--- src/rtl/serial_receiver_if.sv ---
// rtl/serial_receiver_if.sv - serial input and parallel output signal bundle for serial_receiver (ErrorCount present with SERIAL_RX_ERRCNT_EN)
interface serial_receiver_if #(
    parameter int DATA_WIDTH = 32
);
    logic                  SerialIn;
    logic                  FrameActive;
    logic                  BitStrobe;
    logic [DATA_WIDTH-1:0] DataOut;
    logic                  DataValid;
    logic                  DataReady;
    logic                  RxBusy;
    logic                  FrameError;
    logic                  Overflow;
`ifdef SERIAL_RX_ERRCNT_EN
    logic [15:0]           ErrorCount;

    modport slave (
        input  SerialIn, FrameActive, BitStrobe, DataReady,
        output DataOut, DataValid, RxBusy, FrameError, Overflow, ErrorCount
    );

    modport master (
        output SerialIn, FrameActive, BitStrobe, DataReady,
        input  DataOut, DataValid, RxBusy, FrameError, Overflow, ErrorCount
    );
`else
    modport slave (
        input  SerialIn, FrameActive, BitStrobe, DataReady,
        output DataOut, DataValid, RxBusy, FrameError, Overflow
    );

    modport master (
        output SerialIn, FrameActive, BitStrobe, DataReady,
        input  DataOut, DataValid, RxBusy, FrameError, Overflow
    );
`endif
endinterface

--- src/rtl/serial_receiver.sv ---
// rtl/serial_receiver.sv - MSB-first serial deserializer with FWFT output FIFO; SERIAL_RX_ERRCNT_EN adds a saturating error counter
module serial_receiver #(
    parameter int DATA_WIDTH = 32,
    parameter int FIFO_DEPTH = 4
) (
    input  logic               Clk,
    input  logic               Reset,
    serial_receiver_if.slave   bus
);
    localparam int CW = $clog2(DATA_WIDTH + 1);
    localparam int PW = $clog2(FIFO_DEPTH);
    localparam logic [PW:0] PTR_ONE = (PW + 1)'(1);

    typedef enum logic {IDLE, RECEIVE} state_t;

    state_t                state;
    state_t                state_next;
    logic [DATA_WIDTH-1:0] sr;
    logic [DATA_WIDTH-1:0] sr_next;
    logic [CW-1:0]         cnt;
    logic [CW-1:0]         cnt_next;
    logic                  sample;
    logic                  word_done;
    logic                  frame_abort;
    logic [DATA_WIDTH-1:0] word;

    logic [DATA_WIDTH-1:0] mem [FIFO_DEPTH];
    logic [PW:0]           wr_ptr;
    logic [PW:0]           rd_ptr;
    logic                  empty;
    logic                  full;
    logic                  push;
    logic                  pop;
    logic                  drop;
    logic                  frame_error_q;
    logic                  overflow_q;

    assign sample = bus.BitStrobe && bus.FrameActive;
    // The new bit enters at the LSB; the oldest bit falls off the MSB.
    assign word   = DATA_WIDTH'({sr, bus.SerialIn});

    // Receive FSM state, shift register and bit counter.
    always_ff @(posedge Clk) begin
        if (Reset) begin
            state <= IDLE;
            sr    <= '0;
            cnt   <= '0;
        end else begin
            state <= state_next;
            sr    <= sr_next;
            cnt   <= cnt_next;
        end
    end

    // Next-state logic: shift on each sample, complete at the last bit, abort when the frame drops early.
    always_comb begin
        state_next  = state;
        sr_next     = sr;
        cnt_next    = cnt;
        word_done   = 1'b0;
        frame_abort = 1'b0;
        case (state)
            IDLE: begin
                if (sample) begin
                    sr_next    = word;
                    cnt_next   = CW'(1);
                    state_next = RECEIVE;
                end
            end
            RECEIVE: begin
                if (sample) begin
                    sr_next = word;
                    if (cnt == CW'(DATA_WIDTH - 1)) begin
                        word_done  = 1'b1;
                        cnt_next   = '0;
                        state_next = IDLE;
                    end else begin
                        cnt_next = cnt + CW'(1);
                    end
                end else if (!bus.FrameActive) begin
                    frame_abort = 1'b1;
                    cnt_next    = '0;
                    state_next  = IDLE;
                end
            end
            default: state_next = IDLE;
        endcase
    end

    assign empty = (wr_ptr == rd_ptr);
    assign full  = (wr_ptr[PW] != rd_ptr[PW]) && (wr_ptr[PW-1:0] == rd_ptr[PW-1:0]);
    assign pop   = !empty && bus.DataReady;
    // A pop in the completion cycle frees the slot the new word needs.
    assign push  = word_done && (!full || pop);
    assign drop  = word_done && full && !pop;

    // FIFO storage and pointers; storage is cleared so the head reads zero out of reset.
    always_ff @(posedge Clk) begin
        if (Reset) begin
            wr_ptr <= '0;
            rd_ptr <= '0;
            for (int i = 0; i < FIFO_DEPTH; i++) begin
                mem[i] <= '0;
            end
        end else begin
            if (push) begin
                mem[wr_ptr[PW-1:0]] <= word;
                wr_ptr              <= wr_ptr + PTR_ONE;
            end
            if (pop) begin
                rd_ptr <= rd_ptr + PTR_ONE;
            end
        end
    end

    // Error pulses are registered one edge after the triggering condition.
    always_ff @(posedge Clk) begin
        if (Reset) begin
            frame_error_q <= 1'b0;
            overflow_q    <= 1'b0;
        end else begin
            frame_error_q <= frame_abort;
            overflow_q    <= drop;
        end
    end

`ifdef SERIAL_RX_ERRCNT_EN
    logic [15:0] err_cnt;

    // Abort and drop are mutually exclusive, so one increment per event is enough.
    always_ff @(posedge Clk) begin
        if (Reset) begin
            err_cnt <= '0;
        end else if ((frame_abort || drop) && (err_cnt != 16'hFFFF)) begin
            err_cnt <= err_cnt + 16'd1;
        end
    end

    assign bus.ErrorCount = err_cnt;
`endif

    assign bus.DataOut    = mem[rd_ptr[PW-1:0]];
    assign bus.DataValid  = !empty;
    assign bus.RxBusy     = (state == RECEIVE);
    assign bus.FrameError = frame_error_q;
    assign bus.Overflow   = overflow_q;
endmodule

--- src/flat_wrapper.sv ---
// flat-port wrapper written by rule: the top's interface ports become plain ports
module serial_receiver_flat 
#(
    parameter int DATA_WIDTH = 32,
    parameter int FIFO_DEPTH = 4
)
  (Clk, Reset, bus_SerialIn, bus_FrameActive, bus_BitStrobe, bus_DataReady, bus_DataOut, bus_DataValid, bus_RxBusy, bus_FrameError, bus_Overflow);
  serial_receiver_if #(.DATA_WIDTH(DATA_WIDTH)) bus_i ();
  input  logic Clk;
  input  logic Reset;
  input wire logic [$bits(bus_i.SerialIn)-1:0] bus_SerialIn;
  input wire logic [$bits(bus_i.FrameActive)-1:0] bus_FrameActive;
  input wire logic [$bits(bus_i.BitStrobe)-1:0] bus_BitStrobe;
  input wire logic [$bits(bus_i.DataReady)-1:0] bus_DataReady;
  output wire logic [$bits(bus_i.DataOut)-1:0] bus_DataOut;
  output wire logic [$bits(bus_i.DataValid)-1:0] bus_DataValid;
  output wire logic [$bits(bus_i.RxBusy)-1:0] bus_RxBusy;
  output wire logic [$bits(bus_i.FrameError)-1:0] bus_FrameError;
  output wire logic [$bits(bus_i.Overflow)-1:0] bus_Overflow;
  assign bus_i.SerialIn = bus_SerialIn;
  assign bus_i.FrameActive = bus_FrameActive;
  assign bus_i.BitStrobe = bus_BitStrobe;
  assign bus_i.DataReady = bus_DataReady;
  assign bus_DataOut = bus_i.DataOut;
  assign bus_DataValid = bus_i.DataValid;
  assign bus_RxBusy = bus_i.RxBusy;
  assign bus_FrameError = bus_i.FrameError;
  assign bus_Overflow = bus_i.Overflow;
  serial_receiver #(.DATA_WIDTH(DATA_WIDTH), .FIFO_DEPTH(FIFO_DEPTH)) u_core (.Clk(Clk), .Reset(Reset), .bus(bus_i));
endmodule
--- config.mk ---
export PLATFORM = sky130hd
export DESIGN_NAME = serial_receiver_flat
export DESIGN_NICKNAME = d
export VERILOG_FILES = /design/src/rtl/serial_receiver_if.sv /design/src/rtl/serial_receiver.sv /design/src/flat_wrapper.sv
export SDC_FILE = /design/constraint.sdc
export NUM_CORES = 1
export LEC_CHECK = 0
export BUFFER_PORTS_ARGS = -buffer_cell sky130_fd_sc_hd__buf_2
export CORE_MARGIN = 10
export CORE_UTILIZATION = 40
export CTS_CLUSTER_DIAMETER = 120
export DETAILED_ROUTE_END_ITERATION = 10
export GPL_TIMING_DRIVEN = 1
export MAX_ROUTING_LAYER = met4
export PLACE_DENSITY_LB_ADDON = 0.1
export SYNTH_ARGS = -nofsm -noshare
export SYNTH_HDL_FRONTEND = slang
export SYNTH_SLANG_ARGS = --single-unit
--- constraint.sdc ---
create_clock -name Clk -period 5.3 [get_ports Clk]
set_clock_uncertainty 0.05 [all_clocks]
set_input_delay 0.265 -clock Clk [delete_from_list [all_inputs] [get_ports Clk]]
set_output_delay 0.265 -clock Clk [all_outputs]
set_load 0.03 [all_outputs]
==> summary.md, run 1 <==
| Metric | Value |
|---|---|
| Status | complete, no violations |
| Final Cycle Share | 62.7% |
| Initial DRC Count | 219 |
| Power Density | 351 mW/mm^2 |
| Clock latency on the worst-skew pair | 420 ps |
| Worst path cell trace | ha_1, nand4_1, or4_4, nor4b_4, buf_4, or2_1, buf_4 |
| Pin count of the biggest net entering global routing | 52 |
| Global-route wire length before repair | 24200 um |
| Reg power frac | 51.5% |
| # setup viols final | 0 |
| Layout cells sized above 1 | 20.3% |
| Number of global-route vias before repair | 4356 |
| Layout area overhead | 14.1% |
| Kind of critical path | reg -> reg |
| Row count | 49 |
| DIE AREA | 0.0245 mm^2 |
| Worst Path Arrival | 3380 ps |
| Final hold viol count | 0 |
| RSZ-0062 raised after global routing | false |
| DRT Wirelength | 15000 um |
| Worst min-delay path class | in -> reg |
| Detailed-route DRC error count | 0 |
| Startpoint types | flip-flop |
| GRT Max-Usage Layer | met2 |
| Root Buffer Master | clkbuf_16 |
| Crit end category | flip-flop |
| Post-synth EDFFs | 128 |
| Port Buffer Count | 41 |
| Worst-path clk slew | 60 ps |
| GRT met2 Usage | 21.3% |
| Final min period | 3330 ps |
| CP max stage delay | 600 ps |
| Slowest-stage cell, CP | or2_1 |
| NetSw | 0.591 mW |
| Clock power frac | 44.7% |
| Initial Utilization | 41.2% |
| Slew @ Worst Pin | 680 ps |
| Worst path required time | 5350 ps |
| CTS Buffer Depth | 2 |
| Syn Std Cell Area | 0.00747 mm^2 |
| Gpl congestion | 0.751 |
| CTS tree | yes |
| PostCTS Resize Cnt | 0 |
| Total gr overflow | 0 |
| Sw frac | 19.8% |
| Hold_buf cts | 0 |
| Post-route ant nets | 0 |
| YS warnings | 0 |
| Pre-antenna DRT Iters | 4 |
| Number of antenna violations at the first check in global routing | 0 |
| Num CTS Buffers | 17 |
| Post-Syn Instances | 541 |
| Max FO, Critical Path | 33 |
| Final worst slack | 1970 ps |
| Leakage power | 2.92 nW |
| Setup bufs post-CTS | 0 |
| Critical path's top delay family | simple AND/OR/NAND/NOR gates |
| Sequential share of the synthesized area | 64.3% |
| Synth async-reset ratio | 0% |
| Top FF cell, synth | edfxtp_1 |
| Die height | 157 um |
| Post-synth cell types | 39 |
| Crit path top cell by count | buf_4 |
| Via Count | 4199 |
| CTS sink count | 176 |
| Max_cap viols | 0 |
| Max IR drop VDD | 0.000233 V |
| Die Width | 157 um |
| Setup WS pre-CTS | 1980 ps |
| Worst path buffer plus inverter count | 2 |
| Average size of a mapped cell | 13.8 um^2 |
| DP HPWL | 9020 um |
| GRT Total Usage | 13.2% |
| Routed len/inst | 18.2 um |
| DR vias/cell | 5.10 |
| NumNets Final | 591 |
| Post-Syn Nets | 550 |
| Core area | 0.0181 mm^2 |
| Grt met3 use | 3.34% |
| Register bit total from synthesis | 176 |
| Rel. slew slack | 54.7% |
| Ant diodes | 0 |
| Max Slew Vio Count | 0 |
| Comb power frac | 3.8% |
| Fmax | 0.301 GHz |
| Fin Setup TNS | 0 ps |
| # IOs | 42 |
| Met1 Track Usage GR | 16.1% |
| H-Tree Depth | 4 |
| Internal | 2.40 mW |
| Fill count | 1626 |
## per-stage QoR
stage / instance area [um^2] / hold WS, ps / total power [mW] / std cells / utilization, %
after floorplan: 7470 / 292 / 1.64 / 541 / -
after global placement: 7890 / 419 / 1.68 / 792 / 43.5
after detailed placement: 7890 / 429 / 1.69 / 792 / 43.5
after CTS: 8520 / 28.7 / 3.02 / 824 / 47.0
after global routing: 8520 / 58.0 / 3.09 / 824 / 47.0
final: 8520 / 40.4 / 2.99 / 824 / 47.0
## area by class of cell
type | instances | area [um^2] | share of cell area, %
Multi-Input combinational cell | 328 | 2470 | 29.0
Sequential cell | 176 | 4810 | 56.4
Tap cell | 229 | 287 | 3.36
Inverter | 5 | 18.8 | 0.220
Timing Repair Buffer | 54 | 303 | 3.55
Clock buffer | 20 | 447 | 5.24
Clock inverter | 12 | 189 | 2.22
## worst paths after layout
| check | endpoint | depth (start not counted) | from | slack, ps |
|---|---|---|---|---|
| hold reg to reg | u_core.sr[30] | 2 | u_core.sr[30] | 440 |
| setup reg to reg | u_core.mem[2][10] | 7 | u_core.cnt[0] | 1970 |
| setup / recovery | u_core.mem[2][10] | 7 | u_core.cnt[0] | 1970 |
| hold / removal | u_core.bus.FrameError | 2 | bus_FrameActive | 40 |
## cell usage in the layout, fill, tap and decap left out, types with 3 or more instances in the layout
| master | netlist | final |
|---|---|---|
| xor2_1 | 4 | 4 |
| buf_2 | 7 | 41 |
| nor2b_1 | 3 | 3 |
| nand3_1 | 4 | 4 |
| mux4_2 | 32 | 32 |
| a21oi_1 | 38 | 38 |
| o21ai_0 | 4 | 4 |
| ha_1 | 3 | 3 |
| dfxtp_1 | 48 | 47 |
| edfxtp_1 | 128 | 128 |
| nor4b_4 | 3 | 3 |
| nor2_1 | 12 | 12 |
| inv_1 | 5 | 5 |
| and2_1 | 129 | 129 |
| or2_1 | 3 | 3 |
| buf_4 | 0 | 13 |
| clkbuf_16 | 0 | 17 |
| clkinv_1 | 0 | 4 |
| bufinv_16 | 0 | 5 |
| nand2_1 | 68 | 68 |
## metal layers
metal	wire length (um)	part of all wire (%)
met1	6840	46
met3	538	3.6
met5	0	0
met4	144	0.96
met2	7450	50
## cells by family after synthesis
kind of cell / after synthesis / synth area share, %
compound gates: 49 / 3.63
xor+xnor: 6 / 0.804
fa+ha+maj: 3 / 0.503
buf+inv: 37 / 2.58
flops: 176 / 64.3
mux: 36 / 10.2
simple gates: 234 / 17.9
## synth_stat cells, types with 4 or more instances
| cell type | number | area (um^2) |
|---|---|---|
| inv_1 | 5 | 18.8 |
| a21oi_1 | 38 | 190 |
| nor2_1 | 12 | 45.0 |
| o21ai_0 | 4 | 20.0 |
| xor2_1 | 4 | 35.0 |
| mux4_2 | 32 | 721 |
| edfxtp_1 | 128 | 3840 |
| and2_1 | 129 | 807 |
| clkbuf_1 | 17 | 63.8 |
| buf_6 | 6 | 67.6 |
| nand3_1 | 4 | 20.0 |
| nand2_1 | 68 | 255 |
| buf_2 | 7 | 35.0 |
| dfxtp_1 | 48 | 961 |
## power groups by stage
stage / Combinational, mW / Sequential, mW / Clock [mW]
2_1_floorplan: 0.0765 / 1.56 / 0
3_3_place_gp: 0.115 / 1.57 / 0
3_5_place_dp: 0.116 / 1.57 / 0
4_1_cts: 0.116 / 1.54 / 1.36
5_1_grt: 0.122 / 1.54 / 1.42
6_report: 0.113 / 1.54 / 1.34
## flip-flops by register name, indices dropped and copies added (netlist names), named ones only
register,flops
u_core.bus.FrameError,1
u_core.bus.Overflow,1
u_core.bus.RxBusy,1
u_core.cnt,6
u_core.mem,128
u_core.rd_ptr,3
u_core.sr,31
u_core.wr_ptr,3
Power figures use the tool's default switching activity.
==> run 2, diff against run 1 <==
==> constraint.sdc (replaced) <==
create_clock -name Clk -period 3.3 [get_ports Clk]
set_clock_uncertainty 0.05 [all_clocks]
set_input_delay 0.165 -clock Clk [delete_from_list [all_inputs] [get_ports Clk]]
set_output_delay 0.165 -clock Clk [all_outputs]
set_load 0.03 [all_outputs]
==> run 2 against run 1 <==
Effect of this change: total power rose by 54%; sequential power grew 60%; register-to-register slack got worse by 1300 ps; non-clock buffer count is 6 higher; sequential share of layout area fell by 0.083 points; setup slack lost 1300 ps; highest routed layer unchanged; fmax is 28% higher; clock power up 46%; hold slack improved by 37 ps.
==> summary.md, run 2 (same netlist as run 1, synthesis figures left out) <==
| Metric | Value |
|---|---|
| Pin count of the biggest net entering global routing | 52 |
| Num CTS Buffers | 17 |
| Worst path required time | 3550 ps |
| DP HPWL | 9040 um |
| Max IR drop VDD | 0.000369 V |
| Total gr overflow | 0 |
| Hold_buf cts | 3 |
| CTS Buffer Depth | 2 |
| CTS tree | yes |
| Leakage power | 2.93 nW |
| Fmax | 0.386 GHz |
| Gpl congestion | 0.759 |
| H-Tree Depth | 4 |
| Reg area | 0.00481 mm^2 |
| CTS sink count | 176 |
| Number of global-route vias before repair | 4420 |
| Max Slew Vio Count | 0 |
| GRT Total Usage | 13.9% |
| Final min period | 2590 ps |
| Area of the multi-input gates | 0.00247 mm^2 |
| Final hold viol count | 0 |
| Number of antenna violations at the first check in global routing | 0 |
| Startpoint types | flip-flop |
| Global-route wire length before repair | 25300 um |
| Worst path buffer plus inverter count | 1 |
| Commonest non-fill, non-tap cell in the layout | and2_1 |
| Critical path's top delay family | simple AND/OR/NAND/NOR gates |
| Final Cycle Share | 78.6% |
| Worst-path clk slew | 60 ps |
| CP max stage delay | 590 ps |
| DR vias/cell | 5.10 |
| # IOs | 42 |
| Initial DRC Count | 181 |
| Placed insts | 795 |
| NumNets Final | 597 |
| PostCTS Resize Cnt | 0 |
| Detailed-route DRC error count | 0 |
| Crit end category | flip-flop |
| DRT Wirelength | 15700 um |
| Worst Path Arrival | 2840 ps |
| Biggest regs | u_core.mem (128), u_core.sr (31), u_core.cnt (6) |
| Rel. slew slack | 46.3% |
| Row count | 49 |
| Worst min-delay path class | in -> reg |
| # setup viols final | 0 |
| Power Density | 541 mW/mm^2 |
| Port Buffer Count | 41 |
| Max reg flops | 128 |
| Fill count | 1650 |
| Status | complete, no violations |
| Pre-antenna DRT Iters | 4 |
| Most flops, register | u_core.mem |
| Routed len/inst | 18.9 um |
| Core area | 0.0181 mm^2 |
| Slew @ Worst Pin | 805 ps |
| Kind of critical path | reg -> reg |
| Setup bufs post-CTS | 0 |
| Die height | 157 um |
| Initial Utilization | 41.2% |
| Layout cells sized above 1 | 21.1% |
| Slowest-stage cell, CP | or4_4 |
| Final std cells w/o fill | 830 |
| Worst path cell trace | ha_1, nand4_1, or4_4, nor2_1, buf_4, and2_1 |
| Via Count | 4234 |
| Fin Setup TNS | 0 ps |
| DIE AREA | 0.0245 mm^2 |
| Root Buffer Master | clkbuf_16 |
| Post-route ant nets | 0 |
| Most frequent cells in the layout | 129 x and2_1, 128 x edfxtp_1, 68 x nand2_1 |
| Max FO, Critical Path | 23 |
| Die Width | 157 um |
| Ant diodes | 0 |
| Max_cap viols | 0 |
| RSZ-0062 raised after global routing | false |
| Clock latency on the worst-skew pair | 430 ps |
| Layout area overhead | 14.3% |
run 2: cell types whose count changed in the layout (fill, tap and decap cells not counted), sizes merged:
| cell | previous run | this run |
|---|---|---|
| inv | 5 | 7 |
| dlygate4sd3 | 0 | 3 |
| clkbuf | 20 | 18 |
| buf | 54 | 57 |
| bufinv | 5 | 2 |
| clkinv | 5 | 8 |
run 2: cell type report:
| class | instances | area share (%) |
|---|---|---|
| multi-input cells | 328 | 29.0 |
| flip-flops and latches | 176 | 56.3 |
| clock inverters | 14 | 1.66 |
| inverters | 5 | 0.220 |
| clock buffers | 18 | 5.03 |
| well taps | 229 | 3.36 |
| repair buffers | 60 | 4.46 |
run 2: per-stage QoR:
step                cell area, um^2  utilization, %  power (mW)  worst slack (ps)  hold slack, ps
global route                   8530            47.0        4.77               457            85.1
global placement               7930            43.7        2.71               781             357
finish                         8530            47.0        4.61               706            77.6
CTS                            8530            47.0        4.67               664            76.4
detailed placement             7930            43.7        2.71               685             356
floorplan                      7470               -        2.63               269             192
run 2: power by group:
group | switching (mW) | total (mW) | internal (mW)
combinational | 0.134 | 0.191 | 0.0570
sequential | 0.0242 | 2.47 | 2.45
clock | 0.842 | 1.95 | 1.11
run 2: final timing paths:
| check | start | endpoint | slack (ps) | depth (start not counted) |
|---|---|---|---|---|
| max | u_core.cnt[0] | u_core.mem[3][9] | 710 | 6 |
| min | bus_DataReady | u_core.bus.Overflow | 80 | 4 |
| max reg2reg | u_core.cnt[0] | u_core.mem[3][9] | 710 | 6 |
| min reg2reg | u_core.sr[30] | u_core.sr[30] | 440 | 2 |
run 2: metal layers:
metal	vias up	track usage (%)	routed length (um)
met2	70	22.2	7780
met5	-	-	0
met4	0	4.40	175
met1	2129	17.0	7160
li1	2022	-	-
met3	13	3.45	577
run 2: worst register-to-register path, delay by kind of cell (launching register included):
kind	cells	cell delay, ps
flops	1	370
simple gates	4	1440
fa+ha+maj	1	240
buf+inv	1	370
==> run 3, diff against run 2 <==
==> constraint.sdc (replaced) <==
create_clock -name Clk -period 2.3 [get_ports Clk]
set_clock_uncertainty 0.05 [all_clocks]
set_input_delay 0.115 -clock Clk [delete_from_list [all_inputs] [get_ports Clk]]
set_output_delay 0.115 -clock Clk [all_outputs]
set_load 0.03 [all_outputs]
==> run 3 against run 2 <==
Effect of this change: critical path depth unchanged; clock power rose by 47%; sequential power up 43%; register-to-register slack worse by 640 ps; fmax rose by 16%; sequential share of layout area fell by 2.1 points; routed wire length is 4.1% higher; via count increased by 2.5%; flip-flop and latch count unchanged; hold slack worse by 20 ps; utilization grew 1.9 points.
==> summary.md, run 3 (same netlist as run 1, synthesis figures left out) <==
| Metric | Value |
|---|---|
| Status | complete, no violations |
| Total gr overflow | 0 |
| Most frequent cells in the layout | 129 x and2_1, 128 x edfxtp_1, 68 x nand2_1 |
| Pin count of the biggest net entering global routing | 52 |
| Via Count | 4338 |
| Max Slew Vio Count | 0 |
| Final Cycle Share | 97.1% |
| Commonest non-fill, non-tap cell in the layout | and2_1 |
| Final worst slack | 66.4 ps |
| Most flops, register | u_core.mem |
| DIE AREA | 0.0245 mm^2 |
| Detailed-route DRC error count | 0 |
| Sw frac | 21.0% |
| NumNets Final | 615 |
| Rel. slew slack | 59.1% |
| H-Tree Depth | 4 |
| Num CTS Buffers | 17 |
| Root Buffer Master | clkbuf_16 |
| Final hold viol count | 0 |
| Crit end category | flip-flop |
| Biggest regs | u_core.mem (128), u_core.sr (31), u_core.cnt (6) |
| Port Buffer Count | 41 |
| Number of global-route vias before repair | 4479 |
| Slowest-stage cell, CP | or4_4 |
| Worst path cell trace | ha_4, nand4_1, or4_4, nor4b_4, or2_4, buf_6 |
| R2r startpoint | u_core.cnt[1] |
| Worst-path clk slew | 60 ps |
| Total power | 6.74 mW |
| Core area | 0.0181 mm^2 |
| # IOs | 42 |
| Setup WS pre-CTS | 19.9 ps |
| Routed len/inst | 19.2 um |
| Die Width | 157 um |
| Row count | 49 |
| Worst min-delay path class | in -> reg |
| FF-to-FF End | u_core.mem[2][6] |
| Post-route ant nets | 0 |
| CTS tree | yes |
| Fmax | 0.448 GHz |
| NetSw | 1.41 mW |
| Worst Path Arrival | 2320 ps |
| CTS Buffer Depth | 2 |
| Fill count | 1574 |
| DP HPWL | 9070 um |
| Clock power frac | 42.6% |
| Reg power frac | 52.5% |
| CP max stage delay | 580 ps |
| Gpl congestion | 0.770 |
| CTS sink count | 176 |
| Initial DRC Count | 262 |
| DR vias/cell | 5.12 |
| Kind of critical path | reg -> reg |
| Layout area overhead | 18.8% |
| Ant diodes | 0 |
| Max IR drop VDD | 0.000550 V |
| DRT Wirelength | 16300 um |
| Worst Reg-to-Reg Cells | 6 |
| Layout cells sized above 1 | 24.2% |
| Final min period | 2230 ps |
| GRT Total Usage | 14.0% |
| Leakage power | 3.07 nW |
| Critical path destination | u_core.mem[2][6] |
| Pre-antenna DRT Iters | 4 |
| Internal | 5.32 mW |
| CP Launch Point | u_core.cnt[1] |
| Initial Utilization | 41.2% |
| RSZ-0062 raised after global routing | true |
| R2r setup slk | 70 ps |
| Comb power frac | 4.8% |
| Startpoint types | flip-flop |
| Max reg flops | 128 |
| Clock latency on the worst-skew pair | 420 ps |
| Slew @ Worst Pin | 614 ps |
| Die height | 157 um |
| Worst path required time | 2380 ps |
| Number of antenna violations at the first check in global routing | 0 |
| Max_cap viols | 0 |
| # setup viols final | 0 |
| Max FO, Critical Path | 5 |
| Power Density | 759 mW/mm^2 |
| Global-route wire length before repair | 25500 um |
[run 3: cell count changes in the layout (fill, tap and decap cells not counted), moves of 2 or more]
cell        delta
buf_4          +3
or2_1          -3
buf_6          +4
buf_12         +8
clkbuf_16      +2
dfxtp_2        +2
inv_6          -2
or2_4          +3
dfxtp_1        -3
clkinv_2       -2
clkinvlp_4     +3
clkinv_4       -3
clkbuf_1       +3
[run 3: what timing repair did]
item / CTS / global route
cloned: 0 / 4
endpoints found under the hold margin: 8 / 0
setup buffers: 0 / 1
setup endpoints to repair: 7 / 82
resized for setup: 1 / 2
pin swaps: 0 / 2
hold buffers: 4 / 0
[run 3: power groups by stage]
stage | registers, mW | clock network (mW) | logic [mW]
after floorplan | 3.60 | 0 | 0.181
after global placement | 3.60 | 0 | 0.309
after detailed placement | 3.61 | 0 | 0.310
after CTS | 3.54 | 2.93 | 0.316
after global routing | 3.55 | 3.08 | 0.348
final | 3.54 | 2.87 | 0.326
[run 3: final cells by class]
| cell class | count | area (um^2) | share of cell area, % |
|---|---|---|---|
| clock inverter | 11 | 140 | 1.58 |
| timing repair buffer | 78 | 668 | 7.53 |
| inverter | 5 | 18.8 | 0.212 |
| multi-input combinational | 328 | 2510 | 28.2 |
| sequential | 176 | 4810 | 54.2 |
| clock buffer | 21 | 440 | 4.96 |
| tap | 229 | 287 | 3.23 |
[run 3: metrics by stage]
stage | utilization [%] | setup TNS [ps] | hold WS (ps) | instances | area [um^2]
2_1_floorplan | - | -7020 | 142 | 541 | 7510
3_3_place_gp | 45.0 | 0 | 312 | 807 | 8160
3_5_place_dp | 45.0 | 0 | 320 | 807 | 8160
4_1_cts | 48.4 | -8.42 | 39.4 | 843 | 8790
5_1_grt | 48.9 | -23.3 | 59.0 | 848 | 8870
6_report | 48.9 | 0 | 58.1 | 848 | 8870
[run 3: worst min-delay path by stage]
stage,to,from,depth (start not counted)
floorplan,u_core.bus.FrameError,bus_FrameActive,1
global placement,u_core.bus.FrameError,bus_FrameActive,2
detailed placement,u_core.bus.FrameError,bus_FrameActive,2
CTS,u_core.bus.Overflow,Reset,3
global route,u_core.bus.Overflow,Reset,3
finish,u_core.bus.Overflow,Reset,3
[run 3: metal layers]
layer	vias up	track usage [%]	wire (um)
li1	2072	-	-
met1	2144	17.2	7110
met2	100	22.6	8170
met3	22	2.99	820
met4	0	4.76	223
met5	-	-	0
[run 3: critical path: cells and delay by family, from the launching register on]
family                   cells  cell delay [ps]
AND/OR/NAND/NOR              4             1210
flip-flops                   1              360
adder cells (fa/ha/maj)      1              150
buffers and inverters        1              170
